## config.mk

```make
export PLATFORM = sky130hd
export DESIGN_NAME = bram_arbiter
export DESIGN_NICKNAME = d
export VERILOG_FILES = /design/src/rtl/bram_arbiter.sv
export SDC_FILE = /design/constraint.sdc
export NUM_CORES = 1
export LEC_CHECK = 0
export ABC_AREA = 1
export CORE_AREA = 2 2 155 157
export CTS_CLUSTER_SIZE = 24
export DETAILED_ROUTE_END_ITERATION = 8
export DIE_AREA = 0 0 157 159
export SYNTH_ARGS = -nofsm -noshare
export SYNTH_HDL_FRONTEND = slang
export SYNTH_SLANG_ARGS = --single-unit
```

## constraint.sdc

```tcl
create_clock -name clk -period 2.6 [get_ports clk]
set_input_delay 0.26 -clock clk [delete_from_list [all_inputs] [get_ports clk]]
set_output_delay 0.26 -clock clk [all_outputs]
set_load 0.03 [all_outputs]
```

## src/rtl/bram_arbiter.sv

```systemverilog
// bram_arbiter: round-robin arbiter serializing NUM_REQ hold-until-done ports onto one single-port BRAM,
// with a watchdog that aborts an access whose done never arrives.
module bram_arbiter #(
    parameter int NUM_REQ = 4,
    parameter int TIMEOUT = 16
) (
    input  logic                    clk,
    input  logic                    res,
    input  logic [NUM_REQ-1:0]      req_read,
    input  logic [NUM_REQ-1:0]      req_write,
    input  logic [NUM_REQ*32-1:0]   req_addr,
    input  logic [NUM_REQ*32-1:0]   req_wdata,
    output logic [31:0]             req_rdata,
    output logic [NUM_REQ-1:0]      req_done,
    output logic                    req_err,
    output logic [31:0]             bram_addr,
    output logic [31:0]             bram_wdata,
    output logic                    bram_read,
    output logic                    bram_write,
    input  logic [31:0]             bram_rdata,
    input  logic                    bram_done
);
    localparam int IW = $clog2(NUM_REQ);

    typedef enum logic [1:0] {IDLE, ISSUE, WAIT, DONE} state_t;

    state_t             state_q;
    logic [IW-1:0]      ptr_q, gnt_q, gnt_d;
    logic               any_d, wr_q, err_q, rd_stb_q, wr_stb_q;
    logic [7:0]         cnt_q;
    logic [31:0]        rdata_q, addr_q, wdata_q;
    logic [NUM_REQ-1:0] pend, done_q;

    function automatic logic [IW-1:0] wrap(input int v);
        return IW'(v >= NUM_REQ ? v - NUM_REQ : v);
    endfunction

    assign pend = req_read | req_write;

    // Scanning from the far end down lets the closest pending index at or after ptr win.
    always_comb begin
        gnt_d = ptr_q;
        any_d = 1'b0;
        for (int k = NUM_REQ - 1; k >= 0; k--) begin
            if (pend[wrap(int'(ptr_q) + k)]) begin
                gnt_d = wrap(int'(ptr_q) + k);
                any_d = 1'b1;
            end
        end
    end

    always_ff @(posedge clk) begin
        if (res) begin
            state_q  <= IDLE;
            ptr_q    <= '0;
            gnt_q    <= '0;
            cnt_q    <= '0;
            err_q    <= 1'b0;
            wr_q     <= 1'b0;
            rd_stb_q <= 1'b0;
            wr_stb_q <= 1'b0;
            rdata_q  <= '0;
            addr_q   <= '0;
            wdata_q  <= '0;
            done_q   <= '0;
        end else begin
            case (state_q)
                IDLE: if (any_d) begin
                    gnt_q    <= gnt_d;
                    addr_q   <= req_addr[32*gnt_d +: 32];
                    wdata_q  <= req_wdata[32*gnt_d +: 32];
                    wr_q     <= ~req_read[gnt_d];
                    rd_stb_q <= req_read[gnt_d];
                    wr_stb_q <= ~req_read[gnt_d];
                    state_q  <= ISSUE;
                end
                ISSUE: begin
                    rd_stb_q <= 1'b0;
                    wr_stb_q <= 1'b0;
                    cnt_q    <= '0;
                    state_q  <= WAIT;
                end
                WAIT: begin
                    if (bram_done) begin
                        if (!wr_q) rdata_q <= bram_rdata;
                        done_q  <= NUM_REQ'(1) << gnt_q;
                        state_q <= DONE;
                    end else if (cnt_q == 8'(TIMEOUT - 1)) begin
                        done_q  <= NUM_REQ'(1) << gnt_q;
                        err_q   <= 1'b1;
                        state_q <= DONE;
                    end else begin
                        cnt_q <= cnt_q + 8'd1;
                    end
                end
                DONE: begin
                    done_q  <= '0;
                    err_q   <= 1'b0;
                    ptr_q   <= wrap(int'(gnt_q) + 1);
                    state_q <= IDLE;
                end
                default: state_q <= IDLE;
            endcase
        end
    end

    assign req_rdata  = rdata_q;
    assign req_done   = done_q;
    assign req_err    = err_q;
    assign bram_addr  = addr_q;
    assign bram_wdata = wdata_q;
    assign bram_read  = rd_stb_q;
    assign bram_write = wr_stb_q;
endmodule

```

==> flow_summary.ini <==
[pwr]
power_uw = 12130
power_density_mw_per_mm2 = 1054
p_leak_uw = 0.004795
vdd_drop_max_mv = 0.6155

[global_route]
grt_pass1_wl_um = 42660
antenna_found_initial = 4
track_usage = 0.2225
first_global_vias = 7795
overflow = 0
grt_max_degree = 85

[setup_path]
r2r.worst_path.cells = 14
critPathMaxFanout = 29
cp-end-kind = flip-flop
critPathKind = reg -> reg
arrival_ps = 2620
crit_required_ps = 2910
critPathLaunchType = flip-flop

[min_path]
hp-class = in -> reg
min_path_cells = 3

[yosys]
ys.flop_type = dfxtp_1
syn-num-nets = 1314
synth-seq-cells = 118
synth.cell_area_mm2 = 0.006492
synth.avg_cell_area_um2 = 6.460
synthDistinctLibCells = 27
async_flop_share = 0
synth-edff-count = 0
yosys_warnings = 0
synthTopCellsByArea = dfxtp_1, nand2_1, nand3_1
yosysTopAreaCell = dfxtp_1
synthCells = 1005
synth_top_area_share = 0.3638
seq_area_frac_synth = 0.3638

[cells_and_area]
multiInputGateArea_mm2 = 0.003570
layout_commonest_cell = clkdlybuf4s50_1
final_cells = 1719
drive_gt1_frac = 0.05233
final_cell_mix = clkdlybuf4s50_1, nand2_1, nor2_1
final-seq-area_mm2 = 0.002364
n_fill_cell = 2325
syn2layout_area_growth_pct = 77.28
final_nets = 1691

[floorplanning]
ios = 402
coreArea_mm2 = 0.02319
die_h_um = 159
die_area_mm2 = 0.02496
start_util = 0.2799
die_w_um = 157
rows = 56

[timing]
fmax_ghz = 0.4316
finalMaxSlewViolations = 0
rsz0062_at_grt = no
setup_violations = 0
slew_headroom = 0.3235
hold_viol = 0
tightest_slew_ps = 1014
finalClockSkew_ps = 11.48
finalCritPeriodShare = 0.8912
post-route-min-period_ps = 2317

[detailed_routing]
firstDrtPassIters = 5
routed_wl_um = 28850
wire_per_inst_um = 16.78
drtIter0Drc = 413
drc_errors = 0
via_per_inst = 4.648
num_vias = 7990
antenna_left = 0

[clocking]
cts_made_buffers = 17
postCtsSetupRepairBufs = 0
htreeDepth = 4
cts_root_buffer = clkbuf_16
clk_pin_slew_ps = 60
clock_path_buffers = 2
clock_sinks = 118
insertion_delay_ps = 420
cts_tree = done

[placement]
placed_cells = 1679
place_hpwl_um = 20840
port_buffers = 401
gp_congestion = 0.8888

[run]
cap_violations = 0

[status]
run_status = finished, final reports clean
[sequential cells by signal, indices dropped and copies added (netlist names)]
name / count
req_err: 1
req_done: 4
state_q: 2
bram_write: 1
bram_addr: 32
cnt_q: 8
req_rdata: 32
gnt_q: 2
bram_wdata: 32
bram_read: 1
ptr_q: 2
wr_q: 1
[cell usage after synthesis, types with 2 or more instances]
cell type / instances
a211oi_1: 26
a21oi_1: 61
buf_2: 15
buf_4: 15
buf_6: 8
clkbuf_1: 31
dfxtp_1: 118
ha_1: 10
inv_1: 46
inv_2: 3
nand2_1: 297
nand2_2: 4
nand3_1: 120
nand4_1: 2
nor2_1: 130
nor3_1: 2
o211ai_1: 26
o21ai_0: 82
[metrics by stage]
step | hold WS [ps] | TNS, ps | setup slack (ps) | utilization | cell area (um2)
floorplan | 394.9 | 0 | 728.6 | - | 6492
global placement | 444.9 | -6064 | -245.9 | 0.4664 | 10820
detailed placement | 439.1 | -6990 | -266.1 | 0.4664 | 10820
CTS | 398.3 | 0 | 135.8 | 0.4916 | 11400
global route | 411.2 | 0 | 60.58 | 0.4962 | 11510
finish | 422.0 | 0 | 282.8 | 0.4963 | 11510
[report_power, final]
part	switching (uW)	total [uW]	internal, uW
combinational	4220	6960	2730
sequential	373	2830	2460
clock	976	2340	1360
[worst max-delay path, cell delays in order, from the launching register on]
cell       delay [ps]
dfxtp_1           370
xnor2_1           340
nand2_1           150
nand2_2           100
buf_4             110
nand2_1            80
nand3_1           100
nand2_2            80
nand2_4           180
inv_2             130
clkbuf_16         230
nand2_1            80
nand3_1            70
o211ai_1          120
nor2_1             60
[kinds of logic after synthesis]
kind of cell | after synthesis | synth area share
AO/OA/AOI/OAI | 197 | 0.1731
adder cells (fa/ha/maj) | 10 | 0.01927
AND/OR/NAND/NOR | 559 | 0.3515
flip-flops | 118 | 0.3638
buffers and inverters | 119 | 0.08961
XOR/XNOR | 2 | 0.002699
[path summary, 6_finish.rpt]
check / from / end / slack, ps
setup / recovery: ptr_q[1] / bram_addr[24] / 280
hold / removal: bram_rdata[24] / req_rdata[24] / 420
setup reg to reg: ptr_q[1] / bram_addr[24] / 280
hold reg to reg: cnt_q[7] / cnt_q[7] / 450
[metal layers]
layer	vias to the layer above	track usage	wire (um)	part of all wire
met1	3582	0.2450	11460	0.40
met3	65	0.05716	1686	0.058
met5	-	0	0	0
met2	274	0.3898	14520	0.50
li1	4069	-	-	-
met4	0	0.1172	1191	0.041
[repair_timing]
action,in CTS,in global routing
resized for setup,1,4
cloned,0,3
hold buffers,0,0
endpoints found under the setup margin,22,7
[final cells by class]
| cell class | instances | area share |
|---|---|---|
| tap | 319 | 0.03468 |
| timing repair buffer | 428 | 0.3823 |
| clock inverter | 14 | 0.01218 |
| inverter | 49 | 0.01609 |
| sequential | 118 | 0.2053 |
| multi-input combinational | 768 | 0.3101 |
| antenna | 5 | 0.001087 |
| clock buffer | 18 | 0.03816 |
Power figures use the tool's default switching activity.
